===== src/rtl/mc_ctrl_pkg.sv =====
// rtl/mc_ctrl_pkg.sv - shared state codes, opcodes and select encodings for the multi-cycle control FSM
package mc_ctrl_pkg;

  localparam logic [3:0] S_FETCH     = 4'd0;
  localparam logic [3:0] S_DECODE    = 4'd1;
  localparam logic [3:0] S_MEM_ADR   = 4'd2;
  localparam logic [3:0] S_MEM_READ  = 4'd3;
  localparam logic [3:0] S_MEM_WB    = 4'd4;
  localparam logic [3:0] S_MEM_WRITE = 4'd5;
  localparam logic [3:0] S_EXEC_R    = 4'd6;
  localparam logic [3:0] S_EXEC_I    = 4'd7;
  localparam logic [3:0] S_ALU_WB    = 4'd8;
  localparam logic [3:0] S_BRANCH    = 4'd9;
  localparam logic [3:0] S_JAL       = 4'd10;

  localparam logic [6:0] OP_LOAD   = 7'b0000011;
  localparam logic [6:0] OP_STORE  = 7'b0100011;
  localparam logic [6:0] OP_R      = 7'b0110011;
  localparam logic [6:0] OP_I      = 7'b0010011;
  localparam logic [6:0] OP_BRANCH = 7'b1100011;
  localparam logic [6:0] OP_JAL    = 7'b1101111;

  typedef enum logic [2:0] {
    ALU_ADD = 3'b000,
    ALU_SUB = 3'b001,
    ALU_AND = 3'b010,
    ALU_OR  = 3'b011,
    ALU_SLT = 3'b101
  } alu_ctrl_e;

  typedef enum logic [1:0] {
    IMM_I = 2'b00,
    IMM_S = 2'b01,
    IMM_B = 2'b10,
    IMM_J = 2'b11
  } imm_src_e;

  typedef enum logic [1:0] {
    RES_ALU_OUT    = 2'b00,
    RES_MEM_DATA   = 2'b01,
    RES_ALU_DIRECT = 2'b10
  } result_src_e;

  typedef enum logic [1:0] {
    SRC_A_PC     = 2'b00,
    SRC_A_OLD_PC = 2'b01,
    SRC_A_RD1    = 2'b10
  } src_a_e;

  typedef enum logic [1:0] {
    SRC_B_RD2  = 2'b00,
    SRC_B_IMM  = 2'b01,
    SRC_B_FOUR = 2'b10
  } src_b_e;

  function automatic logic is_mem_state(input logic [3:0] st);
    return (st == S_FETCH) || (st == S_MEM_READ) || (st == S_MEM_WRITE);
  endfunction

endpackage


===== src/rtl/mc_control_fsm_if.sv =====
// rtl/mc_control_fsm_if.sv - unified memory port handshake between control FSM and memory
interface mc_control_fsm_if;
  logic mem_req;
  logic mem_wr_en;
  logic adr_src;
  logic mem_ready;

  modport master (output mem_req, output mem_wr_en, output adr_src, input mem_ready);
  modport slave  (input mem_req, input mem_wr_en, input adr_src, output mem_ready);
endinterface


===== src/rtl/mc_control_fsm_alu_decoder.sv =====
// rtl/mc_control_fsm_alu_decoder.sv - state/funct3/funct7_5 to alu_control decode
module mc_alu_decoder
  import mc_ctrl_pkg::*;
(
  input  logic [3:0] state,
  input  logic [2:0] funct3,
  input  logic       funct7_5,
  output logic [2:0] alu_control
);

  logic [2:0] f3_op;

  // funct7_5 selects sub only for register-register ops; there is no subi
  always_comb begin
    f3_op = ALU_ADD;
    case (funct3)
      3'b000:  f3_op = (funct7_5 && (state == S_EXEC_R)) ? ALU_SUB : ALU_ADD;
      3'b010:  f3_op = ALU_SLT;
      3'b110:  f3_op = ALU_OR;
      3'b111:  f3_op = ALU_AND;
      default: f3_op = ALU_ADD;
    endcase
  end

  always_comb begin
    alu_control = ALU_ADD;
    case (state)
      S_EXEC_R, S_EXEC_I: alu_control = f3_op;
      S_BRANCH:           alu_control = ALU_SUB;
      default:            alu_control = ALU_ADD;
    endcase
  end

endmodule


===== src/rtl/mc_control_fsm.sv =====
// rtl/mc_control_fsm.sv - multi-cycle RV32I control sequencer with memory-wait watchdog
module mc_control_fsm
  import mc_ctrl_pkg::*;
#(
  parameter int WAIT_CNT_WIDTH = 8,
  parameter int MAX_WAIT       = 255
) (
  input  logic                    clk,
  input  logic                    rst_n,
  mc_control_fsm_if.master        mem_bus,
  input  logic [6:0]              opcode,
  input  logic [2:0]              funct3,
  input  logic                    funct7_5,
  input  logic                    zero,
  output logic                    ir_wr_en,
  output logic                    pc_wr_en,
  output logic                    reg_wr_en,
  output logic [1:0]              alu_src_a,
  output logic [1:0]              alu_src_b,
  output logic [2:0]              alu_control,
  output logic [1:0]              result_src,
  output logic [1:0]              imm_src,
  output logic                    illegal_instr,
  output logic                    mem_err,
  output logic                    instr_done,
  output logic [3:0]              state_o
);

  logic [3:0]                state_q;
  logic [3:0]                state_d;
  logic [WAIT_CNT_WIDTH-1:0] wait_cnt_q;
  logic                      abort_q;
  logic                      mem_active;
  logic                      ready;
  logic                      timeout;
  logic                      illegal_c;
  logic                      req_c;
  logic                      wr_c;
  logic                      adr_c;
  logic                      ir_c;
  logic                      pc_c;
  logic                      reg_c;
  logic                      done_c;

  // abort_q marks the cycle after a watchdog expiry: the request is withdrawn for one cycle
  assign mem_active = is_mem_state(state_q) && !abort_q;
  assign ready      = mem_active && mem_bus.mem_ready;
  assign timeout    = mem_active && !mem_bus.mem_ready &&
                      (wait_cnt_q == WAIT_CNT_WIDTH'(MAX_WAIT));

  always_comb begin
    state_d   = state_q;
    illegal_c = 1'b0;
    case (state_q)
      S_FETCH:     if (ready) state_d = S_DECODE;
      S_DECODE: begin
        case (opcode)
          OP_LOAD, OP_STORE: state_d = S_MEM_ADR;
          OP_R:              state_d = S_EXEC_R;
          OP_I:              state_d = S_EXEC_I;
          OP_BRANCH:         state_d = S_BRANCH;
          OP_JAL:            state_d = S_JAL;
          default: begin
            state_d   = S_FETCH;
            illegal_c = 1'b1;
          end
        endcase
      end
      S_MEM_ADR:   state_d = (opcode == OP_STORE) ? S_MEM_WRITE : S_MEM_READ;
      S_MEM_READ:  if (ready) state_d = S_MEM_WB;
      S_MEM_WB:    state_d = S_FETCH;
      S_MEM_WRITE: if (ready) state_d = S_FETCH;
      S_EXEC_R:    state_d = S_ALU_WB;
      S_EXEC_I:    state_d = S_ALU_WB;
      S_ALU_WB:    state_d = S_FETCH;
      S_BRANCH:    state_d = S_FETCH;
      S_JAL:       state_d = S_ALU_WB;
      default:     state_d = S_FETCH;
    endcase
    if (timeout) state_d = S_FETCH;
  end

  always_ff @(posedge clk or negedge rst_n) begin
    if (!rst_n) begin
      state_q    <= S_FETCH;
      wait_cnt_q <= '0;
      abort_q    <= 1'b0;
    end else begin
      state_q <= state_d;
      abort_q <= timeout;
      if (timeout || (state_d != state_q) || !mem_active)
        wait_cnt_q <= '0;
      else if (!mem_bus.mem_ready)
        wait_cnt_q <= wait_cnt_q + 1'b1;
    end
  end

  always_comb begin
    req_c      = 1'b0;
    wr_c       = 1'b0;
    adr_c      = 1'b0;
    ir_c       = 1'b0;
    pc_c       = 1'b0;
    reg_c      = 1'b0;
    done_c     = 1'b0;
    alu_src_a  = SRC_A_PC;
    alu_src_b  = SRC_B_RD2;
    result_src = RES_ALU_OUT;
    imm_src    = IMM_I;
    case (state_q)
      S_FETCH: begin
        req_c      = !abort_q;
        alu_src_b  = SRC_B_FOUR;
        result_src = RES_ALU_DIRECT;
        ir_c       = ready;
        pc_c       = ready;
      end
      S_DECODE: begin
        alu_src_a = SRC_A_OLD_PC;
        alu_src_b = SRC_B_IMM;
        imm_src   = IMM_B;
      end
      S_MEM_ADR: begin
        alu_src_a = SRC_A_RD1;
        alu_src_b = SRC_B_IMM;
        imm_src   = (opcode == OP_STORE) ? IMM_S : IMM_I;
      end
      S_MEM_READ: begin
        req_c = 1'b1;
        adr_c = 1'b1;
      end
      S_MEM_WB: begin
        result_src = RES_MEM_DATA;
        reg_c      = 1'b1;
        done_c     = 1'b1;
      end
      S_MEM_WRITE: begin
        req_c  = 1'b1;
        wr_c   = 1'b1;
        adr_c  = 1'b1;
        done_c = ready;
      end
      S_EXEC_R: begin
        alu_src_a = SRC_A_RD1;
        alu_src_b = SRC_B_RD2;
      end
      S_EXEC_I: begin
        alu_src_a = SRC_A_RD1;
        alu_src_b = SRC_B_IMM;
        imm_src   = IMM_I;
      end
      S_ALU_WB: begin
        reg_c  = 1'b1;
        done_c = 1'b1;
      end
      S_BRANCH: begin
        alu_src_a = SRC_A_RD1;
        alu_src_b = SRC_B_RD2;
        pc_c      = zero ^ funct3[0];
        done_c    = 1'b1;
      end
      S_JAL: begin
        alu_src_a = SRC_A_OLD_PC;
        alu_src_b = SRC_B_FOUR;
        pc_c      = 1'b1;
      end
      default: begin
        req_c = 1'b0;
      end
    endcase
  end

  mc_alu_decoder u_alu_decoder (
    .state       (state_q),
    .funct3      (funct3),
    .funct7_5    (funct7_5),
    .alu_control (alu_control)
  );

  // Strobes are gated by rst_n so nothing is written while reset is held
  assign mem_bus.mem_req   = rst_n & req_c;
  assign mem_bus.mem_wr_en = rst_n & wr_c;
  assign mem_bus.adr_src   = adr_c;
  assign ir_wr_en          = rst_n & ir_c;
  assign pc_wr_en          = rst_n & pc_c;
  assign reg_wr_en         = rst_n & reg_c;
  assign illegal_instr     = rst_n & illegal_c;
  assign mem_err           = rst_n & timeout;
  assign instr_done        = rst_n & done_c;
  assign state_o           = state_q;

endmodule

===== src/flat_wrapper.sv =====
// flat-port wrapper written by rule: the top's interface ports become plain ports
module mc_control_fsm_flat import mc_ctrl_pkg::*;
#(
  parameter int WAIT_CNT_WIDTH = 8,
  parameter int MAX_WAIT       = 255
)
  (clk, rst_n, opcode, funct3, funct7_5, zero, ir_wr_en, pc_wr_en, reg_wr_en, alu_src_a, alu_src_b, alu_control, result_src, imm_src, illegal_instr, mem_err, instr_done, state_o, mem_bus_mem_req, mem_bus_mem_wr_en, mem_bus_adr_src, mem_bus_mem_ready);
  mc_control_fsm_if mem_bus_i ();
  input  logic clk;
  input  logic rst_n;
  input  logic [6:0] opcode;
  input  logic [2:0] funct3;
  input  logic funct7_5;
  input  logic zero;
  output logic ir_wr_en;
  output logic pc_wr_en;
  output logic reg_wr_en;
  output logic [1:0] alu_src_a;
  output logic [1:0] alu_src_b;
  output logic [2:0] alu_control;
  output logic [1:0] result_src;
  output logic [1:0] imm_src;
  output logic illegal_instr;
  output logic mem_err;
  output logic instr_done;
  output logic [3:0] state_o;
  output wire logic [$bits(mem_bus_i.mem_req)-1:0] mem_bus_mem_req;
  output wire logic [$bits(mem_bus_i.mem_wr_en)-1:0] mem_bus_mem_wr_en;
  output wire logic [$bits(mem_bus_i.adr_src)-1:0] mem_bus_adr_src;
  input wire logic [$bits(mem_bus_i.mem_ready)-1:0] mem_bus_mem_ready;
  assign mem_bus_mem_req = mem_bus_i.mem_req;
  assign mem_bus_mem_wr_en = mem_bus_i.mem_wr_en;
  assign mem_bus_adr_src = mem_bus_i.adr_src;
  assign mem_bus_i.mem_ready = mem_bus_mem_ready;
  mc_control_fsm #(.WAIT_CNT_WIDTH(WAIT_CNT_WIDTH), .MAX_WAIT(MAX_WAIT)) u_core (.clk(clk), .rst_n(rst_n), .mem_bus(mem_bus_i), .opcode(opcode), .funct3(funct3), .funct7_5(funct7_5), .zero(zero), .ir_wr_en(ir_wr_en), .pc_wr_en(pc_wr_en), .reg_wr_en(reg_wr_en), .alu_src_a(alu_src_a), .alu_src_b(alu_src_b), .alu_control(alu_control), .result_src(result_src), .imm_src(imm_src), .illegal_instr(illegal_instr), .mem_err(mem_err), .instr_done(instr_done), .state_o(state_o));
endmodule

===== config.mk =====
export PLATFORM = sky130hd
export DESIGN_NAME = mc_control_fsm_flat
export DESIGN_NICKNAME = d
export VERILOG_FILES = /design/src/rtl/mc_ctrl_pkg.sv /design/src/rtl/mc_control_fsm_if.sv /design/src/rtl/mc_control_fsm_alu_decoder.sv /design/src/rtl/mc_control_fsm.sv /design/src/flat_wrapper.sv
export SDC_FILE = /design/constraint.sdc
export NUM_CORES = 1
export LEC_CHECK = 0
export CAP_MARGIN = 30
export CORE_AREA = 3 3 47 92
export DETAILED_ROUTE_END_ITERATION = 16
export DIE_AREA = 0 0 50 95
export GPL_TIMING_DRIVEN = 0
export PLACE_DENSITY_LB_ADDON = 0.15
export SLEW_MARGIN = 15
export SYNTH_ARGS = -nofsm -noshare
export SYNTH_HDL_FRONTEND = slang
export SYNTH_SLANG_ARGS = --single-unit

===== constraint.sdc =====
create_clock -name clk -period 1.4 [get_ports clk]
set_clock_uncertainty 0.05 [all_clocks]
set_input_delay 0.28 -clock clk [delete_from_list [all_inputs] [get_ports clk]]
set_output_delay 0.28 -clock clk [all_outputs]
set_load 0.03 [all_outputs]

Word-level counts from Yosys, hierarchy flattened
Cells that the tools add are included.
W data, S select, Z words.
- bits in registers: 13
- input port bits: 15
- output and inout port bits: 24
- logic and storage cells: 86
- $add $sub $neg: 1
- eq/ne operators: 22
- mux-type cells: 26
- bitwise operators: 9
- reduce and logical (&&, ||, !) cells: 25
- operator list (cell ; number):
    $pmux W4 S6 ; 1
    $pmux W4 S5 ; 1
    $eq A4 B3 Y1 const B ; 4
    $mux W4 ; 4
    $mux W8 ; 2
    $pmux W2 S2 ; 4
    $eq A7 B6 Y1 const B ; 2
    $eq A7 B7 Y1 const B ; 2
    $eq A4 B4 Y1 const B ; 3
    $pmux W3 S4 ; 1
    $reduce_or A2 Y1 ; 6
    $reduce_or A3 Y1 ; 3
    $add A8 B1 Y8 const B ; 1
    $and A1 B1 Y1 ; 8
    $eq A4 B2 Y1 const B ; 2
    $eq A8 B8 Y1 const B ; 1
    $mux W1 ; 8
    $eq A7 B2 Y1 const B ; 1
    $eq A7 B5 Y1 const B ; 1
    $eq A3 B3 Y1 const B ; 2
    $pmux W3 S2 ; 1
    $reduce_or A6 Y1 ; 1
    $logic_and A1 B1 Y1 ; 5
    $eq A4 B1 Y1 const B ; 1
    other kinds (12) ; 18

Depth between registers and ports, before layout
Gate-level depths: netlist of the first run.
- word-level depth: 12
- gate-level depth with buffers: 5
- depth with buffers taken out: 5

Hierarchy
A second synthesis of the first run with hierarchy kept.
- cells, all modules: 150
- area total of the unflattened synthesis: 1248.7 um^2
- modules (own cells, without submodules) (module ; instances ; cells an instance ; area each (um^2) ; sequential area each (um^2)):
    mc_control_fsm ; 1 ; 141 ; 1179.9 ; 325.3
    mc_alu_decoder ; 1 ; 9 ; 68.8 ; 0.0

Worst setup path after synthesis of the first run
No wires, ideal clock.
- kind: register to output
- from: reg u_core.state_q[1], in the netlist u_core.state_o[1]
- to: out pc_wr_en
- arrival time: 2318 ps
- data required time: 1070 ps
- path slack: -1248 ps
- stages on the path, launching flop included: 6
- buffers on the path: 1
- path through: dfrtp_1 buf_2 nor4_1 nand2_1 o21ai_0 and2_1
- longest elaborated chain between the ends: 7
- elaborated cells on any way between the ends: 11
- classes of those cells: 4 x eq/ne; 1 x mux; 1 x bitwise; 5 x reduce/logical
- RTL lines (what ; RTL line ; RTL):
    start, declared ; mc_control_fsm.sv:29 ; logic [3:0] state_q;
    start signal, assigned ; mc_control_fsm.sv:89 ; state_q <= state_d;
    $eq A4 B2 Y1 / $logic_not A4 Y1 (equally long branches) ; mc_ctrl_pkg.sv:57, mc_control_fsm.sv:110 ;
    $logic_or A1 B1 Y1 (2 in a row) ; mc_ctrl_pkg.sv:57 ; return (st == S_FETCH) || (st == S_MEM_READ) || (st == S_MEM_WRITE);
    $logic_and A1 B1 Y1 ; mc_control_fsm.sv:46 ; assign mem_active = is_mem_state(state_q) && !abort_q;
    $logic_and A1 B1 Y1 ; mc_control_fsm.sv:47 ; assign ready = mem_active && mem_bus.mem_ready;
    $pmux W1 S3 (*) ; mc_control_fsm.sv:110 ; case (state_q)
    $and A1 B1 Y1 (*) ; mc_control_fsm.sv:185 ; assign pc_wr_en = rst_n & pc_c;
    end, declared ; flat_wrapper.sv:16 ; output logic pc_wr_en;
Mark *: on every way between the ends. The rest lies on a longest branch, timed or not.

Worst setup path in the final report of the first run
- from: reg u_core.state_q[3], in the netlist u_core.state_o[3]
- to: out alu_src_a[0]
- longest elaborated chain between the ends: 3
- elaborated cells on any way between the ends: 9
- classes of those cells: 6 x eq/ne; 1 x mux; 2 x reduce/logical
- RTL lines (what ; RTL line ; RTL):
    $eq A4 B4 Y1, or another cell as far along ; mc_control_fsm.sv:110 ;
    $reduce_or A4 Y1 (no line) / $reduce_or A2 Y1 (equally long branches) ; -- ;
    $pmux W2 S2 (*) ; mc_control_fsm.sv:110 ;
    end, declared ; flat_wrapper.sv:18 ; output logic [1:0] alu_src_a;
Marked as above.

==> impl_metrics.py, run 1 <==
metrics = {
    "status": {
        "status": "finished with violations",
        "violations": "negative setup slack",
    },
    "detailed_routing": {
        "drt_first_iter_violations": 35,
        "vias": 1460,
        "antenna_left": 0,
        "wirelength_um": 4850,
        "first_pass_iters": 4,
        "drc": 0,
        "post_drt_wl_per_cell_um": 17.6,
        "avgViaCountPerCell": 5.31,
    },
    "sta": {
        "slew_headroom_pct": 64.7,
        "fin_crit_sh_pct": 144,
        "rsz0062_at_grt": "true",
        "hold_slack_ns": 0.0525,
        "drv_slew": 0,
        "max_freq_mhz": 497,
        "period_minus_slack_ns": 2.01,
        "hold_viol": 0,
        "fin_setup_tns_ns": -14.20,
        "fin_ws_ns": -0.611,
        "worstMarginPinSlew_ns": 0.529,
        "finalSetupViolCount": 33,
    },
    "synthesis": {
        "syn_area_per_cell_um2": 7.96,
        "syn_nets": 163,
        "yosys_warnings": 0,
        "syn_inst": 147,
        "synth_cell_type_count": 41,
        "synth-seq-area-share_pct": 27.8,
        "syn_area_mm2": 0.00117,
        "synth-seq-cells": 13,
    },
    "setup_path": {
        "ff2ff_path_depth": 7,
        "startpoint_type": "flip-flop",
        "endpoint_kind": "output pin",
        "critPathMaxFanout": 10,
        "r2r_start": "u_core.state_o[3]",
        "crit_required_ns": 1.07,
        "critPathKind": "flip-flop to output pin",
        "cp.arrival_ns": 1.68,
        "critPathLaunch": "u_core.state_o[3]",
    },
    "floorplan": {
        "die_area_mm2": 0.00475,
        "core_mm2": 0.00368,
        "die_x_um": 50,
        "rows": 31,
        "start_util_pct": 31.7,
        "die_h_um": 95,
        "io_pins": 39,
    },
    "place": {
        "gp_congestion": 0.866,
        "dp_hpwl_um": 3010,
        "io_buffers": 37,
        "placed_cell_area_mm2": 0.00189,
    },
    "finish": {
        "final_layout_size_suffix_gt1_share_pct": 60.2,
        "fillers": 269,
        "area_growth_pct": 114,
        "diodes": 0,
        "stdcell_area_mm2": 0.00250,
        "layout.nets": 243,
        "final_common_cell": "buf_6",
        "layout.cells.most_common_list": "buf_6 (32), buf_4 (24), nor2_1 (14), nand2_1 (11)",
    },
    "global_route": {
        "grt_pass1_vias": 1453,
        "grt_pass1_wl_um": 6800,
        "antenna_found_initial": 0,
        "grt_util_all_layers_pct": 18.6,
        "overflow": 0,
        "grt_max_degree": 21,
    },
    "clock_network": {
        "cts_buffers": 3,
        "cts_max_path_buffers": 2,
        "cts-root-buf": "clkbuf_8",
        "cts_tree": "built",
        "clkSlewWorstSetupHoldPaths_ns": 0.05,
        "clk-insertion-delay-late_ns": 0.25,
        "holdBufCountCts": 0,
        "h-tree-depth": 1,
        "clock_sinks": 13,
    },
    "pwr": {
        "p_per_area_mw_per_mm2": 525,
        "vdd_drop_max_v": 0.000638,
        "p_leak_nw": 1.09,
    },
    "job": {
        "maxCapViolCount": 0,
    },
    "hold_path": {
        "hold_class": "input port to asynchronous set/reset pin",
    },
}
registers in the layout, indices dropped and copies added (netlist names):
register / cells
u_core.abort_q: 1
u_core.wait_cnt_q: 8
u_core.state_o: 4
metrics by stage:
stage          utilization, %  std cells  power [mW]  setup WS, ns
3_5_place_dp             51.4        233       0.840         -1.48
5_1_grt                  67.9        275        1.37        -0.678
2_1_floorplan               -        147       0.683        -0.565
4_1_cts                  60.3        253        1.26        -0.590
3_3_place_gp             51.4        233       0.832         -1.47
6_report                 67.9        275        1.32        -0.611
timing repair:
action | 4_1_cts | 5_1_grt
resized for setup | 190 | 19
gates cloned | 0 | 3
pin swaps | 10 | 10
buffers inserted | 16 | 19
setup endpoints to repair | 36 | 33
final cells by class:
type / instances / area (um^2) / share of cell area, %
buffer: 9 / 153 / 6.10
clock buffer: 4 / 45.0 / 1.80
inverter: 2 / 7.51 / 0.300
multi-input combinational: 123 / 1140 / 45.5
sequential: 13 / 330 / 13.2
tap: 49 / 61.3 / 2.45
timing repair buffer: 75 / 768 / 30.7
final timing paths:
kind,end,slack (ns)
max in group asynchronous,u_core.state_o[3],0.87
min in group clk,u_core.wait_cnt_q[0],0.35
worst min-delay path,u_core.wait_cnt_q[0],0.05
worst max register to register,u_core.state_o[1],-0.50
worst min register to register,u_core.wait_cnt_q[4],0.52
worst max-delay path,alu_src_a[0],-0.61
metal layers:
metal	GRT usage (%)	vias to the layer above	wire length (um)
li1	-	681	-
met1	17.2	717	1590
met2	36.8	46	2970
met3	2.21	16	115
met4	10.6	0	175
met5	0	-	0
synthesized netlist by cell type (all sizes together):
cell type	number	area (um^2)
nand2	18	67.6
nor2	17	63.8
dfrtp	13	325
nor3	11	60.1
a21oi	9	45.0
buf	9	58.8
xor2	8	77.6
and3	6	37.5
nor2b	6	37.5
o21ai	6	30.0
xnor2	4	35.0
a22o	3	26.3
nand3	3	15.0
o31ai	3	22.5
and2	2	12.5
and2b	2	15.0
and3b	2	17.5
and4	2	17.5
inv	2	7.51
mux2i	2	20.0
nand3b	2	27.5
nand4b	2	17.5
nor4	2	18.8
or3	2	12.5
a221o	1	10.0
a311oi	1	8.76
ha	1	12.5
nand2b	1	6.26
nand4	1	6.26
nor4b	1	8.76
o2111ai	1	8.76
o221ai	1	15.0
o32a	1	11.3
or2	1	6.26
or2b	1	7.51
where the power goes:
part | internal, mW | switching [mW] | leakage [nW] | total (mW)
Sequential | 0.384 | 0.0103 | 0.173 | 0.395
Clock | 0.201 | 0.136 | 0.0228 | 0.337
Combinational | 0.292 | 0.292 | 0.891 | 0.584
Total | 0.878 | 0.437 | 1.09 | 1.32
cell families after synthesis:
family	Yosys count	share of synthesized area, %
buf+inv	11	5.67
mux	2	1.71
simple gates	82	38.9
xor+xnor	12	9.63
flops	13	27.8
compound gates	26	15.2
fa+ha+maj	1	1.07
critical path, cell delays in order, from the launching register on:
cell and delay (ns):
dfrtp_2 0.44, buf_12 0.16, buf_8 0.15, or3_4 0.40
a21oi_4 0.16, buf_6 0.14
(Power assumes the default switching activity.)
==> run 2: changes to the inputs <==
- ABC_CLOCK_PERIOD_IN_PS: default -> 1400
- CORE_AREA: 3 3 47 92 -> 3 3 50 86
- DIE_AREA: 0 0 50 95 -> 0 0 53 89
==> run 2 against run 1 <==
Net effect:
- the run still ends with negative setup slack left
- highest routed layer unchanged
- sequential share of layout area grew 0.44 points
- global-route usage shrank 0.14 points
- setup slack gained 0.011 ns
- combinational power shrank 5.5%
- critical path depth grew 1
- design area shrank 3.2%
==> impl_metrics.py, run 2 (synthesis gave the netlist of run 1 again) <==
metrics = {
    "setup_path": {
        "path_cells": "buf_4 -> buf_6 -> nor2b_4 -> o21ai_2 -> a311oi_4 -> buf_6",
        "crit_required_ns": 1.07,
        "critPathKind": "flip-flop to output pin",
        "startpoint_type": "flip-flop",
        "critical-path-top-delay-family": "flip-flops",
        "slowest_delay_ns": 0.48,
        "cp_slowest_cell": "dfrtp_2",
        "critPathMaxFanout": 7,
        "endpoint_kind": "output pin",
        "path_depth": 6,
        "cp_common_cell": "buf_6",
        "cp.arrival_ns": 1.67,
        "worst-path-buf-inv": 3,
        "ff2ff_path_depth": 7,
    },
    "clock_network": {
        "cts_tree": "built",
        "cts-root-buf": "clkbuf_8",
        "cts_max_path_buffers": 2,
        "h-tree-depth": 1,
        "clock_sinks": 13,
        "cts_buffers": 3,
        "holdBufCountCts": 0,
        "clkSlewWorstSetupHoldPaths_ns": 0.05,
        "clk-insertion-delay-late_ns": 0.24,
    },
    "sta": {
        "hold_viol": 0,
        "fin_ws_ns": -0.600,
        "period_minus_slack_ns": 2.00,
        "max_freq_mhz": 500,
        "finalSetupViolCount": 32,
        "rsz0062_at_grt": "true",
        "slew_headroom_pct": 66.0,
        "fin_crit_sh_pct": 143,
        "drv_slew": 0,
        "fin_setup_tns_ns": -12.69,
        "worstMarginPinSlew_ns": 0.511,
    },
    "finish": {
        "regMostFlops": "u_core.wait_cnt_q",
        "layout.cells.most_common_list": "buf_4 (28), buf_6 (28), nor2_1 (13), nand2_1 (11), dfrtp_1 (9)",
        "final_layout_size_suffix_gt1_share_pct": 61.6,
        "area_growth_pct": 107,
        "diodes": 0,
        "stdcell_area_mm2": 0.00242,
        "layout.nets": 241,
        "fillers": 286,
        "largest_register_ffs": 8,
    },
    "global_route": {
        "antenna_found_initial": 0,
        "overflow": 0,
        "grt_pass1_vias": 1410,
        "grt_pass1_wl_um": 6590,
        "grt_max_degree": 21,
        "grt_util_all_layers_pct": 18.4,
    },
    "detailed_routing": {
        "antenna_left": 0,
        "avgViaCountPerCell": 5.21,
        "vias": 1407,
        "first_pass_iters": 4,
        "drc": 0,
        "wirelength_um": 4350,
        "post_drt_wl_per_cell_um": 16.1,
        "drt_first_iter_violations": 30,
    },
    "floorplan": {
        "die_x_um": 53,
        "io_pins": 39,
        "rows": 29,
        "die_area_mm2": 0.00472,
        "start_util_pct": 31.9,
        "core_mm2": 0.00366,
        "die_h_um": 89,
    },
    "pwr": {
        "p_per_area_mw_per_mm2": 527,
        "p_leak_nw": 1.06,
        "finalPower_mw": 1.28,
        "vdd_drop_max_v": 0.000886,
    },
    "status": {
        "violations": "negative setup slack",
        "status": "finished with violations",
    },
    "job": {
        "maxCapViolCount": 0,
    },
    "place": {
        "dp_hpwl_um": 2960,
        "io_buffers": 37,
        "pre_cts_ws_ns": -1.51,
        "placed_cell_area_mm2": 0.00189,
        "gp_congestion": 0.836,
    },
    "hold_path": {
        "hold_class": "input port to asynchronous set/reset pin",
    },
}
[run 2: routing by layer]
| layer | GRT usage (%) | vias up | part of all wire, % |
|---|---|---|---|
| met5 | 0 | - | 0 |
| met4 | 6.51 | 0 | 1.3 |
| li1 | - | 675 | - |
| met3 | 1.67 | 6 | 3.1 |
| met2 | 36.0 | 34 | 60 |
| met1 | 19.6 | 692 | 36 |
[run 2: worst paths after layout]
| kind | endpoint | slack [ns] | startpoint |
|---|---|---|---|
| max in group asynchronous | u_core.state_o[0] | 0.88 | rst_n |
| worst max-delay path | instr_done | -0.60 | u_core.state_o[2] |
| worst min-delay path | u_core.wait_cnt_q[4] | 0.04 | rst_n |
| worst min register to register | u_core.wait_cnt_q[5] | 0.52 | u_core.wait_cnt_q[5] |
| min in group clk | u_core.wait_cnt_q[0] | 0.35 | mem_bus_mem_ready |
| worst max register to register | u_core.state_o[1] | -0.48 | u_core.state_o[1] |
[run 2: final cells by class]
cell class	count	area, um^2	area share [%]
Timing Repair Buffer	73	684	28.2
Buffer	9	158	6.50
Inverter	2	12.5	0.516
Sequential cell	13	330	13.6
Multi-Input combinational cell	123	1140	46.9
Tap cell	46	57.6	2.37
Clock buffer	4	45.0	1.86
[run 2: report_power, final]
| part | total (mW) | leakage, nW | switching, mW | internal, mW |
|---|---|---|---|---|
| Clock | 0.331 | 0.0228 | 0.130 | 0.201 |
| Sequential | 0.394 | 0.173 | 0.00921 | 0.384 |
| Combinational | 0.552 | 0.861 | 0.279 | 0.273 |
| Total | 1.28 | 1.06 | 0.418 | 0.858 |
[run 2: timing repair]
item,in CTS,in global routing
setup buffers,22,13
endpoints found under the setup margin,36,36
resized for setup,197,27
pin swaps,10,6
cloned,0,1
hold endpoints to repair,0,0
[run 2: per-stage QoR]
| step | util, % | hold slack [ns] | std cells |
|---|---|---|---|
| 2_1_floorplan | - | -0.0656 | 147 |
| 3_3_place_gp | 51.6 | 0.493 | 230 |
| 3_5_place_dp | 51.6 | 0.516 | 230 |
| 4_1_cts | 61.7 | 0.0610 | 256 |
| 5_1_grt | 66.1 | 0.0645 | 270 |
| 6_report | 66.1 | 0.0447 | 270 |
==> run 3: changes to the inputs <==
- GPL_ROUTABILITY_DRIVEN: default -> 1
- SKIP_CTS_REPAIR_TIMING: default -> 1
- SLEW_MARGIN: 15 -> 40
==> run 3 against run 2 <==
Net effect:
- the flow still finishes with violations (negative setup slack)
- first-iteration DRC count increased by 13%
- worst hold slack improved by 0.31 ns
- setup slack got worse by 0.032 ns
- critical path depth unchanged
- clock-buffer cell count unchanged
- fmax decreased by 1.6%
- via count decreased by 2.7%
- total power decreased by 0.76%
- final cell count decreased by 4.4%
- register-to-register slack improved by 0.17 ns
- largest power group unchanged
==> impl_metrics.py, run 3 (synthesis gave the netlist of run 1 again) <==
metrics = {
    "setup_path": {
        "path_cells": "buf_12 -> xor2_4 -> o21ai_2 -> nand3_2 -> a311oi_4 -> buf_6",
        "reg2reg_slack_ns": -0.31,
        "slowest_delay_ns": 0.49,
        "startpoint_type": "flip-flop",
        "endpoint_kind": "output pin",
        "cp_slowest_cell": "dfrtp_2",
        "critPathKind": "flip-flop to output pin",
        "critical-path-top-delay-family": "flip-flops",
        "critPathMaxFanout": 7,
        "crit_required_ns": 1.07,
        "worst-path-buf-inv": 2,
        "cp.arrival_ns": 1.70,
    },
    "sta": {
        "fin_ws_ns": -0.632,
        "fin_crit_sh_pct": 145,
        "max_freq_mhz": 492,
        "drv_slew": 0,
        "slew_headroom_pct": 61.0,
        "finalSetupViolCount": 31,
        "period_minus_slack_ns": 2.03,
        "hold_viol": 0,
        "hold_slack_ns": 0.350,
        "rsz0062_at_grt": "true",
        "fin_setup_tns_ns": -12.64,
        "worstMarginPinSlew_ns": 0.583,
    },
    "pwr": {
        "vdd_drop_max_v": 0.000782,
        "p_per_area_mw_per_mm2": 528,
        "p_leak_nw": 1.07,
    },
    "floorplan": {
        "rows": 29,
        "die_h_um": 89,
        "die_x_um": 53,
        "die_area_mm2": 0.00472,
        "core_mm2": 0.00366,
        "io_pins": 39,
        "start_util_pct": 31.9,
    },
    "detailed_routing": {
        "wirelength_um": 4260,
        "first_pass_iters": 4,
        "drc": 0,
        "drt_first_iter_violations": 34,
        "vias": 1369,
        "antenna_left": 0,
        "avgViaCountPerCell": 5.31,
        "post_drt_wl_per_cell_um": 16.5,
    },
    "place": {
        "pre_cts_ws_ns": -1.33,
        "io_buffers": 37,
        "gp_congestion": 0.836,
        "dp_hpwl_um": 2960,
        "placed_cell_area_mm2": 0.00188,
    },
    "finish": {
        "layout.cells.most_common_list": "buf_6 (21), buf_4 (20), nor2_1 (14), nand2_1 (10)",
        "area_growth_pct": 105,
        "largest_register_ffs": 8,
        "final_layout_size_suffix_gt1_share_pct": 57.1,
        "final_common_cell": "buf_6",
        "regMostFlops": "u_core.wait_cnt_q",
        "layout.nets": 229,
        "final_util_pct": 65.4,
        "stdcell_area_mm2": 0.00240,
        "diodes": 0,
    },
    "hold_path": {
        "hold_class": "input port to flip-flop",
    },
    "clock_network": {
        "cts-root-buf": "clkbuf_8",
        "cts_tree": "built",
        "cts_buffers": 3,
        "clock_sinks": 13,
        "clk-insertion-delay-late_ns": 0.24,
        "cts_max_path_buffers": 2,
        "clkSlewWorstSetupHoldPaths_ns": 0.05,
        "h-tree-depth": 1,
    },
    "global_route": {
        "grt_pass1_vias": 1290,
        "grt_util_all_layers_pct": 16.4,
        "grt_max_degree": 21,
        "overflow": 0,
        "grt_pass1_wl_um": 5900,
        "antenna_found_initial": 0,
    },
    "status": {
        "violations": "negative setup slack",
        "status": "finished with violations",
    },
    "job": {
        "maxCapViolCount": 0,
    },
}
[run 3: cell count changes in the layout (fill, tap and decap cells not counted), moves of 2 or more]
cell / change
clkbuf_2: -3
dlygate4sd2_1: -4
clkdlybuf4s15_1: -2
buf_4: -8
buf_6: -7
dlymetal6s2s_1: +6
o21ai_1: -2
inv_4: -2
xor2_2: -2
inv_2: +2
clkdlybuf4s50_1: +4
[run 3: power by group]
part,switching (mW),internal (mW)
Clock,0.131,0.201
Sequential,0.0129,0.384
Combinational,0.276,0.262
Total,0.420,0.847
[run 3: path summary, 6_finish.rpt]
kind,startpoint,end,depth (start not counted)
max,u_core.state_o[2],instr_done,6
min,mem_bus_mem_ready,u_core.wait_cnt_q[0],3
max reg2reg,u_core.state_o[2],u_core.wait_cnt_q[6],5
min reg2reg,u_core.wait_cnt_q[5],u_core.wait_cnt_q[5],2
max in group asynchronous,rst_n,u_core.state_o[0],2
min in group asynchronous,rst_n,u_core.wait_cnt_q[4],2
[run 3: area by class of cell]
| class | instances | area (um^2) |
|---|---|---|
| Fill cell | 278 | 1270 |
| Buffer | 9 | 153 |
| Tap cell | 46 | 57.6 |
| Clock buffer | 4 | 45.0 |
| Timing Repair Buffer | 61 | 637 |
| Inverter | 2 | 7.51 |
| Sequential cell | 13 | 330 |
| Multi-Input combinational cell | 123 | 1170 |
[run 3: worst register-to-register path, cell delays in order (launching register included)]
cell and delay (ns):
dfrtp_2 0.49, buf_12 0.16, xor2_4 0.16, o31ai_1 0.35, o2111ai_4 0.25, nor2_1 0.17
[run 3: through the flow]
| step | std cells | total power, mW |
|---|---|---|
| global route | 258 | 1.33 |
| global placement | 230 | 0.831 |
| detailed placement | 230 | 0.838 |
| finish | 258 | 1.27 |
| CTS | 234 | 1.17 |
| floorplan | 147 | 0.683 |
[run 3: metal layers]
layer  GRT usage (%)  vias to the layer above  part of all wire (%)  wire, um
met2            32.4                       36                    59      2510
met4            5.81                        0                   2.1        91
met5               0                        -                     0         0
met3            1.17                        8                   3.2       137
li1                -                      654                     -         -
met1            17.5                      671                    36      1520
